`src/rtl/ald_pkg.sv`:
```
// rtl/ald_pkg.sv - shared state codes, valve masks and defaults for the ALD cycle sequencer
package ald_pkg;

    localparam int unsigned TICK_DIV_DEFAULT = 50000;

    typedef enum logic [2:0] {
        ST_IDLE    = 3'd0,
        ST_PREHEAT = 3'd1,
        ST_PULSE_A = 3'd2,
        ST_PURGE_A = 3'd3,
        ST_PULSE_B = 3'd4,
        ST_PURGE_B = 3'd5,
        ST_DONE    = 3'd6,
        ST_ABORT   = 3'd7
    } ald_state_e;

    typedef struct packed {
        logic heater_en;
        logic vv1;
        logic sv3;
        logic sv2;
        logic sv1;
    } valve_mask_t;

    localparam valve_mask_t MASK_OFF     = '{heater_en: 1'b0, vv1: 1'b0, sv3: 1'b0, sv2: 1'b0, sv1: 1'b0};
    localparam valve_mask_t MASK_PREHEAT = '{heater_en: 1'b1, vv1: 1'b1, sv3: 1'b0, sv2: 1'b0, sv1: 1'b0};
    localparam valve_mask_t MASK_PULSE_A = '{heater_en: 1'b1, vv1: 1'b1, sv3: 1'b0, sv2: 1'b0, sv1: 1'b1};
    localparam valve_mask_t MASK_PURGE   = '{heater_en: 1'b1, vv1: 1'b1, sv3: 1'b0, sv2: 1'b1, sv1: 1'b0};
    localparam valve_mask_t MASK_PULSE_B = '{heater_en: 1'b1, vv1: 1'b1, sv3: 1'b1, sv2: 1'b0, sv1: 1'b0};
    localparam valve_mask_t MASK_ABORT   = '{heater_en: 1'b0, vv1: 1'b1, sv3: 1'b0, sv2: 1'b1, sv1: 1'b0};

    // DONE keeps everything closed so a zero-cycle run never moves a valve.
    function automatic valve_mask_t state_mask(input ald_state_e s);
        valve_mask_t m;
        case (s)
            ST_PREHEAT: m = MASK_PREHEAT;
            ST_PULSE_A: m = MASK_PULSE_A;
            ST_PURGE_A: m = MASK_PURGE;
            ST_PULSE_B: m = MASK_PULSE_B;
            ST_PURGE_B: m = MASK_PURGE;
            ST_ABORT:   m = MASK_ABORT;
            default:    m = MASK_OFF;
        endcase
        return m;
    endfunction

    // Break-before-make gap: all gas valves shut, vacuum and heater untouched.
    function automatic valve_mask_t close_gas(input valve_mask_t m);
        valve_mask_t r;
        r     = m;
        r.sv1 = 1'b0;
        r.sv2 = 1'b0;
        r.sv3 = 1'b0;
        return r;
    endfunction

endpackage

```
`src/rtl/ald_tick_timer.sv`:
```
// rtl/ald_tick_timer.sv - tick prescaler plus dwell down-counter
// Ports:
//   clk_i, rst_ni   clock, asynchronous active-low reset
//   load_i          restart prescaler and load dwell_i ticks (0 treated as 1)
//   restart_i       restart prescaler and stop the dwell counter
//   dwell_i         dwell length in ticks
//   expired_o       high during the last clk cycle of the loaded dwell
module ald_tick_timer
    import ald_pkg::*;
#(
    parameter int unsigned TICK_DIV = TICK_DIV_DEFAULT,
    parameter int unsigned CNT_W    = 17
) (
    input  logic             clk_i,
    input  logic             rst_ni,
    input  logic             load_i,
    input  logic             restart_i,
    input  logic [CNT_W-1:0] dwell_i,
    output logic             expired_o
);

    localparam int unsigned   PW         = (TICK_DIV > 1) ? $clog2(TICK_DIV) : 1;
    localparam logic [PW-1:0] PRESC_LAST = PW'(TICK_DIV - 1);

    logic [PW-1:0]    presc_q, presc_d;
    logic [CNT_W-1:0] dwell_q, dwell_d;
    logic             tick_end;

    assign tick_end  = (presc_q == PRESC_LAST);
    // Firing on the final cycle of the final tick lets the caller change
    // state on that edge, so the dwell spans exactly T * TICK_DIV cycles.
    assign expired_o = (dwell_q == CNT_W'(1)) && tick_end;

    always_comb begin
        presc_d = presc_q;
        dwell_d = dwell_q;
        if (load_i) begin
            presc_d = '0;
            dwell_d = (dwell_i == '0) ? CNT_W'(1) : dwell_i;
        end else if (restart_i) begin
            presc_d = '0;
            dwell_d = '0;
        end else if (dwell_q != '0) begin
            if (tick_end) begin
                presc_d = '0;
                dwell_d = dwell_q - CNT_W'(1);
            end else begin
                presc_d = presc_q + PW'(1);
            end
        end
    end

    always_ff @(posedge clk_i or negedge rst_ni) begin
        if (!rst_ni) begin
            presc_q <= '0;
            dwell_q <= '0;
        end else begin
            presc_q <= presc_d;
            dwell_q <= dwell_d;
        end
    end

endmodule

```
`src/rtl/ald_cycle_sequencer.sv`:
```
// rtl/ald_cycle_sequencer.sv - timed ALD cycle controller (heater interlock, A/B pulse-purge cycles)
// Ports:
//   clk, rst                          clock, asynchronous active-low reset
//   start, stop, temp_ok              front-panel / interlock levels (synchronised here)
//   t_pulse_a, t_purge_a, t_pulse_b,  dwell times in ticks, latched at start
//   t_purge_b, n_cycles               (t_purge_a also sets the abort purge length)
//   sv1, sv2, sv3, vv1, heater_en     registered valve and heater drives
//   busy, done, fault                 run status (fault sticky until next start)
//   state, cycle_count                state code and completed cycles, for LEDs
module ald_cycle_sequencer
    import ald_pkg::*;
#(
    parameter int unsigned TICK_DIV   = TICK_DIV_DEFAULT,
    parameter int unsigned TIME_W     = 16,
    parameter int unsigned CYCLE_W    = 8,
    parameter int unsigned PREHEAT_TO = 60000
) (
    input  logic               clk,
    input  logic               rst,
    input  logic               start,
    input  logic               stop,
    input  logic               temp_ok,
    input  logic [TIME_W-1:0]  t_pulse_a,
    input  logic [TIME_W-1:0]  t_purge_a,
    input  logic [TIME_W-1:0]  t_pulse_b,
    input  logic [TIME_W-1:0]  t_purge_b,
    input  logic [CYCLE_W-1:0] n_cycles,
    output logic               sv1,
    output logic               sv2,
    output logic               sv3,
    output logic               vv1,
    output logic               heater_en,
    output logic               busy,
    output logic               done,
    output logic               fault,
    output logic [2:0]         state,
    output logic [CYCLE_W-1:0] cycle_count
);

    localparam int unsigned CNT_W = TIME_W + 1;

    // Input synchronisers. The start chain resets to 1 so a button held
    // through reset has to be released and pressed again to start a run.
    logic start_s1_q, start_s2_q, start_prev_q;
    logic stop_s1_q, stop_s2_q;
    logic temp_s1_q, temp_s2_q;
    logic start_rise;

    always_ff @(posedge clk or negedge rst) begin
        if (!rst) begin
            start_s1_q   <= 1'b1;
            start_s2_q   <= 1'b1;
            start_prev_q <= 1'b1;
            stop_s1_q    <= 1'b0;
            stop_s2_q    <= 1'b0;
            temp_s1_q    <= 1'b0;
            temp_s2_q    <= 1'b0;
        end else begin
            start_s1_q   <= start;
            start_s2_q   <= start_s1_q;
            start_prev_q <= start_s2_q;
            stop_s1_q    <= stop;
            stop_s2_q    <= stop_s1_q;
            temp_s1_q    <= temp_ok;
            temp_s2_q    <= temp_s1_q;
        end
    end

    assign start_rise = start_s2_q & ~start_prev_q;

    // Run parameters captured at start.
    logic [TIME_W-1:0]  t_pulse_a_q, t_purge_a_q, t_pulse_b_q, t_purge_b_q;
    logic [CYCLE_W-1:0] n_cycles_q;

    ald_state_e         state_q, state_d;
    ald_state_e         gap_tgt_q, gap_tgt_d;
    logic               gap_q, gap_d;
    logic [CYCLE_W-1:0] cycle_count_q;
    logic               fault_q, busy_q, done_q;
    valve_mask_t        mask_q, mask_d;

    logic               accept, count_inc, in_cycle, abort_req;
    logic               tmr_load, tmr_restart, tmr_expired;
    logic [CNT_W-1:0]   tmr_dwell;

    always_comb begin
        state_d   = state_q;
        gap_d     = 1'b0;
        gap_tgt_d = gap_tgt_q;
        accept    = 1'b0;
        count_inc = 1'b0;
        in_cycle  = (state_q == ST_PULSE_A) || (state_q == ST_PURGE_A) ||
                    (state_q == ST_PULSE_B) || (state_q == ST_PURGE_B);
        abort_req = stop_s2_q || (in_cycle && !temp_s2_q);

        unique case (state_q)
            ST_IDLE: begin
                // stop beats a simultaneous start: the run is not accepted.
                if (start_rise && !stop_s2_q) begin
                    accept  = 1'b1;
                    state_d = (n_cycles == '0) ? ST_DONE : ST_PREHEAT;
                end
            end
            ST_PREHEAT: begin
                if (stop_s2_q)        state_d = ST_ABORT;
                else if (temp_s2_q)   state_d = ST_PULSE_A;
                else if (tmr_expired) state_d = ST_ABORT;
            end
            ST_PULSE_A, ST_PULSE_B: begin
                // A pulse never hands straight to the next state: one
                // all-closed gap cycle is spent first, outside the dwell.
                if (gap_q) begin
                    state_d = abort_req ? ST_ABORT : gap_tgt_q;
                end else if (abort_req) begin
                    gap_d     = 1'b1;
                    gap_tgt_d = ST_ABORT;
                end else if (tmr_expired) begin
                    gap_d     = 1'b1;
                    gap_tgt_d = (state_q == ST_PULSE_A) ? ST_PURGE_A : ST_PURGE_B;
                end
            end
            ST_PURGE_A: begin
                if (abort_req)        state_d = ST_ABORT;
                else if (tmr_expired) state_d = ST_PULSE_B;
            end
            ST_PURGE_B: begin
                if (abort_req) begin
                    state_d = ST_ABORT;
                end else if (tmr_expired) begin
                    count_inc = 1'b1;
                    state_d   = ((cycle_count_q + CYCLE_W'(1)) == n_cycles_q) ? ST_DONE : ST_PULSE_A;
                end
            end
            ST_DONE: state_d = ST_IDLE;
            ST_ABORT: begin
                if (tmr_expired) state_d = ST_IDLE;
            end
            default: state_d = ST_IDLE;
        endcase
    end

    // Timer is reloaded on every state entry so the prescaler phase never
    // carries over; gap cycles and idle states hold it stopped.
    always_comb begin
        tmr_load    = 1'b0;
        tmr_restart = 1'b0;
        tmr_dwell   = '0;
        if (gap_d && !gap_q) begin
            tmr_restart = 1'b1;
        end else if (state_d != state_q) begin
            case (state_d)
                ST_PREHEAT: begin tmr_load = 1'b1; tmr_dwell = CNT_W'(PREHEAT_TO);  end
                ST_PULSE_A: begin tmr_load = 1'b1; tmr_dwell = {1'b0, t_pulse_a_q}; end
                ST_PURGE_A: begin tmr_load = 1'b1; tmr_dwell = {1'b0, t_purge_a_q}; end
                ST_PULSE_B: begin tmr_load = 1'b1; tmr_dwell = {1'b0, t_pulse_b_q}; end
                ST_PURGE_B: begin tmr_load = 1'b1; tmr_dwell = {1'b0, t_purge_b_q}; end
                ST_ABORT:   begin tmr_load = 1'b1; tmr_dwell = {1'b0, t_purge_a_q}; end
                default:    tmr_restart = 1'b1;
            endcase
        end
    end

    ald_tick_timer #(
        .TICK_DIV (TICK_DIV),
        .CNT_W    (CNT_W)
    ) u_timer (
        .clk_i     (clk),
        .rst_ni    (rst),
        .load_i    (tmr_load),
        .restart_i (tmr_restart),
        .dwell_i   (tmr_dwell),
        .expired_o (tmr_expired)
    );

    assign mask_d = gap_d ? close_gas(state_mask(state_d)) : state_mask(state_d);

    always_ff @(posedge clk or negedge rst) begin
        if (!rst) begin
            state_q       <= ST_IDLE;
            gap_q         <= 1'b0;
            gap_tgt_q     <= ST_IDLE;
            mask_q        <= MASK_OFF;
            busy_q        <= 1'b0;
            done_q        <= 1'b0;
            fault_q       <= 1'b0;
            cycle_count_q <= '0;
        end else begin
            state_q   <= state_d;
            gap_q     <= gap_d;
            gap_tgt_q <= gap_tgt_d;
            mask_q    <= mask_d;
            busy_q    <= (state_d != ST_IDLE);
            done_q    <= (state_d == ST_DONE);
            if (accept)
                fault_q <= 1'b0;
            else if ((state_d == ST_ABORT) && (state_q != ST_ABORT))
                fault_q <= 1'b1;
            if (accept)
                cycle_count_q <= '0;
            else if (count_inc)
                cycle_count_q <= cycle_count_q + CYCLE_W'(1);
        end
    end

    always_ff @(posedge clk or negedge rst) begin
        if (!rst) begin
            t_pulse_a_q <= '0;
            t_purge_a_q <= '0;
            t_pulse_b_q <= '0;
            t_purge_b_q <= '0;
            n_cycles_q  <= '0;
        end else if (accept) begin
            t_pulse_a_q <= t_pulse_a;
            t_purge_a_q <= t_purge_a;
            t_pulse_b_q <= t_pulse_b;
            t_purge_b_q <= t_purge_b;
            n_cycles_q  <= n_cycles;
        end
    end

    assign sv1         = mask_q.sv1;
    assign sv2         = mask_q.sv2;
    assign sv3         = mask_q.sv3;
    assign vv1         = mask_q.vv1;
    assign heater_en   = mask_q.heater_en;
    assign busy        = busy_q;
    assign done        = done_q;
    assign fault       = fault_q;
    assign state       = state_q;
    assign cycle_count = cycle_count_q;

endmodule

```
`config.mk`:
```
export PLATFORM = sky130hd
export DESIGN_NAME = ald_cycle_sequencer
export DESIGN_NICKNAME = d
export VERILOG_FILES = /design/src/rtl/ald_pkg.sv /design/src/rtl/ald_tick_timer.sv /design/src/rtl/ald_cycle_sequencer.sv
export SDC_FILE = /design/constraint.sdc
export NUM_CORES = 1
export LEC_CHECK = 0
export BUFFER_PORTS_ARGS = -buffer_cell sky130_fd_sc_hd__buf_4
export CAP_MARGIN = 20
export CORE_MARGIN = 5
export CORE_UTILIZATION = 34
export CTS_CLUSTER_SIZE = 14
export DETAILED_ROUTE_END_ITERATION = 6
export PLACE_DENSITY = 0.53
export SYNTH_ARGS = -nofsm -noshare
export SYNTH_HDL_FRONTEND = slang
export SYNTH_SLANG_ARGS = --single-unit
```
`constraint.sdc`:
```
create_clock -name clk -period 3.6 [get_ports clk]
set_clock_uncertainty 0.05 [all_clocks]
set_input_delay 1.08 -clock clk [delete_from_list [all_inputs] [get_ports clk]]
set_output_delay 1.08 -clock clk [all_outputs]
set_load 0.01 [all_outputs]
```
==> metrics.md <==
| Metric | Value |
|---|---|
| Post-synth EDFFs | `0` |
| WP data arrival | `3.89 ns` |
| Synth warn | `0` |
| Synth top area cells | `dfrtp_1 47%, nand2_1 13%, o21ai_0 3.3%` |
| CTS Sinks | `135` |
| Final Setup Violations | `0` |
| First-pass GRT wire length | `33970 um` |
| Worst VDD drop | `0.2273 mV` |
| Count leader, synth | `nand2_1` |
| Clk buf depth | `2` |
| Hold Fails Final Rpt | `0` |
| Vias after detailed routing | `6449` |
| Crit path max fanout | `3` |
| Final Util | `0.4709` |
| Cell variety after synth | `76` |
| Synthesized Nets | `904` |
| Starting Density | `0.3471` |
| Initial antenna violation count | `0` |
| CTS root buf | `clkbuf_16` |
| CP endpoint kind | `flop` |
| Worst-Skew Late Latency | `0.43 ns` |
| Top cell type's share of synthesized area | `0.4673` |
| Worst min path class | `reg -> reg` |
| Top post-synthesis cells by count | `252 x nand2_1, 132 x dfrtp_1, 47 x o21ai_0` |
| RSZ-0062 raised after global routing | `true` |
| Tmin final | `3.600 ns` |
| Syn_area_per_cell | `8.600 um^2` |
| Worst r2r src | `cycle_count[0]` |
| Vias in the first global route | `6471` |
| Setup crit start kind | `flop` |
| Clock transition at path regs | `0.06 ns` |
| # port buffers | `95` |
| Register area | `3383 um^2` |
| DRC errors left | `0` |
| I/O Pins | `96` |
| 1st-iter DRT viols | `327` |
| Dpl ws | `-0.2220 ns` |
| Final WS setup | `0.0004614 ns` |
| Drt total wl | `20770 um` |
| Least-Margin Pin Slew | `0.8099 ns` |
| Pwr Density | `347.2 nW/um^2` |
| Antenna diodes | `0` |
| Die Y | `154.2 um` |
| Core Rows | `52` |
| Asr flop ratio synth | `1.000` |
| # hold bufs at CTS | `0` |
| Synth Instances | `822` |
| Htree depth | `4` |
| Core Region | `20360 um^2` |
| Max Fclk | `277.8 MHz` |
| Critical path class | `reg -> reg` |
| Via-to-Cell Ratio | `5.019` |
| Total GRT Usage | `0.1774` |
| Synth Flop Type | `dfrtp_1` |
| First-pass iteration count of the detailed router | `5` |
| Rel. slew slack | `0.4601` |
| Die area | `23780 um^2` |
| Die X | `154.2 um` |
| Final Slew Violations | `0` |
| Hold Crit Depth | `0` |
| CTS tree | `built` |
| Nets | `1084` |
| Register-to-Register Path Depth | `13` |
| Area grow syn2layout | `35.66%` |
| Global route total overflow | `0` |
| Largest net degree at the start of global routing | `76` |
| Total CTS buffers | `17` |
| Seq/Total Area, Yosys | `0.4784` |
| Maximum capacitance violations | `0` |
| Status | `completed` |
| Area leader, netlist | `dfrtp_1` |
| Mapped Area | `7069 um^2` |
| Post-DRT Antenna Nets | `0` |
| Worst R2R End | `u_timer.dwell_q[0]` |
| Worst Hold Path EP | `stop_s2_q` |
| Leakage | `4.264 nW` |
| WL per Instance | `16.17 um` |
| Tcrit/Tclk final | `0.9999` |
| Post-DP HPWL | `15180 um` |
| Routability Congestion | `0.8419` |
| Area of the multi-input gates | `3570 um^2` |
| Critical Path RT | `3.89 ns` |
| Setup_tns | `0 ns` |
| Worst reg-to-reg setup slack | `0.0005 ns` |
| Hold_sp | `stop_s1_q` |
| Fraction of layout cells with a size suffix above 1 | `0.2897` |
| # fillers | `1990` |
| Synthesis-stage register bit count | `135` |
==> sequential cells by signal, indices dropped and copies added, names as in the netlist, 3 cells and up <==
register / cells
cycle_count: 8
t_purge_b_q: 16
t_purge_a_q: 16
u_timer.dwell_q: 17
u_timer.presc_q: 16
n_cycles_q: 8
state: 3
gap_tgt_q: 3
t_pulse_a_q: 16
t_pulse_b_q: 16
==> how the worst max path moves through the flow <==
stage / to / startpoint
final: u_timer.dwell_q[0] / cycle_count[0]
after global routing: u_timer.dwell_q[0] / cycle_count[0]
after CTS: u_timer.dwell_q[0] / cycle_count[0]
after detailed placement: u_timer.dwell_q[0] / n_cycles[1]
after global placement: u_timer.dwell_q[0] / n_cycles[1]
after floorplan: u_timer.dwell_q[0] / n_cycles[1]
==> layout make-up <==
cell class | count | area share
multi-input combinational | 624 | 0.3722
sequential | 135 | 0.3528
timing repair buffer | 210 | 0.1738
clock buffer | 18 | 0.04579
tap | 270 | 0.03523
clock inverter | 14 | 0.01448
inverter | 14 | 0.005740
==> cells in the final DEF, fill, tap and decap left out, types with 4 or more instances in the layout <==
master,count
xnor2_1,8
buf_4,197
nand4_1,7
nor4_1,6
clkinvlp_4,4
dfrtp_1,131
nand2b_1,8
buf_12,5
nor2_1,38
o2111ai_1,5
or4_1,7
inv_1,10
xor2_1,14
ha_1,4
a221oi_2,4
buf_6,6
and2_1,6
a21o_1,4
nor2b_1,4
inv_6,6
nor3_1,16
or3_1,7
o2bb2ai_1,4
nand2_1,252
a21oi_1,37
clkbuf_16,17
and3_1,12
nor3_2,5
a31oi_1,7
a22o_1,11
o21ai_0,46
nand3_1,23
==> where the power goes <==
part	internal, mW	switching, mW	total [mW]	leakage [nW]
combinational	0.0597	0.0469	0.107	2.66
sequential	1.52	0.00269	1.53	1.33
clock	0.983	0.715	1.70	0.271
total	2.57	0.765	3.33	4.26
==> per-layer routing <==
| metal | wire length [um] | share of wire | GRT usage |
|---|---|---|---|
| met1 | 10000 | 0.48 | 0.2503 |
| met2 | 9390 | 0.45 | 0.2704 |
| met3 | 1013 | 0.049 | 0.04498 |
| met4 | 364 | 0.018 | 0.05172 |
| met5 | 0 | 0 | 0 |
==> cells by family (layout without fill, tap and decap cells) <==
family | count (synthesis) | in the layout | synth area share
and+or+nand+nor | 418 | 418 | 0.2722
AOI/OAI and AO/OA | 171 | 171 | 0.1639
DFF | 135 | 135 | 0.4784
buffers and inverters | 63 | 256 | 0.03681
xor gates and xnor gates | 25 | 25 | 0.03204
adders and majority gates | 6 | 6 | 0.01027
muxes | 4 | 4 | 0.006371
==> stage by stage <==
stage	instances	cell area (um^2)	hold slack, ns	total power [mW]
finish	1285	9590	0.3055	3.330
CTS	1282	9449	0.3074	3.379
detailed placement	1249	8835	0.2926	1.663
global route	1285	9590	0.3126	3.456
global placement	1249	8835	0.2922	1.662
floorplan	822	7091	0.2812	1.558
==> timing repair <==
action / 4_1_cts / 5_1_grt
setup endpoints to repair: 5 / 25
resized for setup: 5 / 28
setup buffers: 1 / 2
gates cloned: 0 / 1
hold endpoints to repair: 0 / 0
pin swaps: 8 / 14
==> worst max-delay path, cell delays in order, from the launching register on <==
cell and delay, ns:
dfrtp_2 0.42, ha_4 0.28, xnor2_2 0.10, nand4_1 0.08
or4_1 0.46, or4_1 0.53, and3_4 0.21, inv_4 0.07
nor2_2 0.04, buf_4 0.13, a22o_1 0.17, mux2_4 0.27
or4_4 0.48, o31ai_2 0.21
No activity file was read; power rests on OpenSTA's default activity.
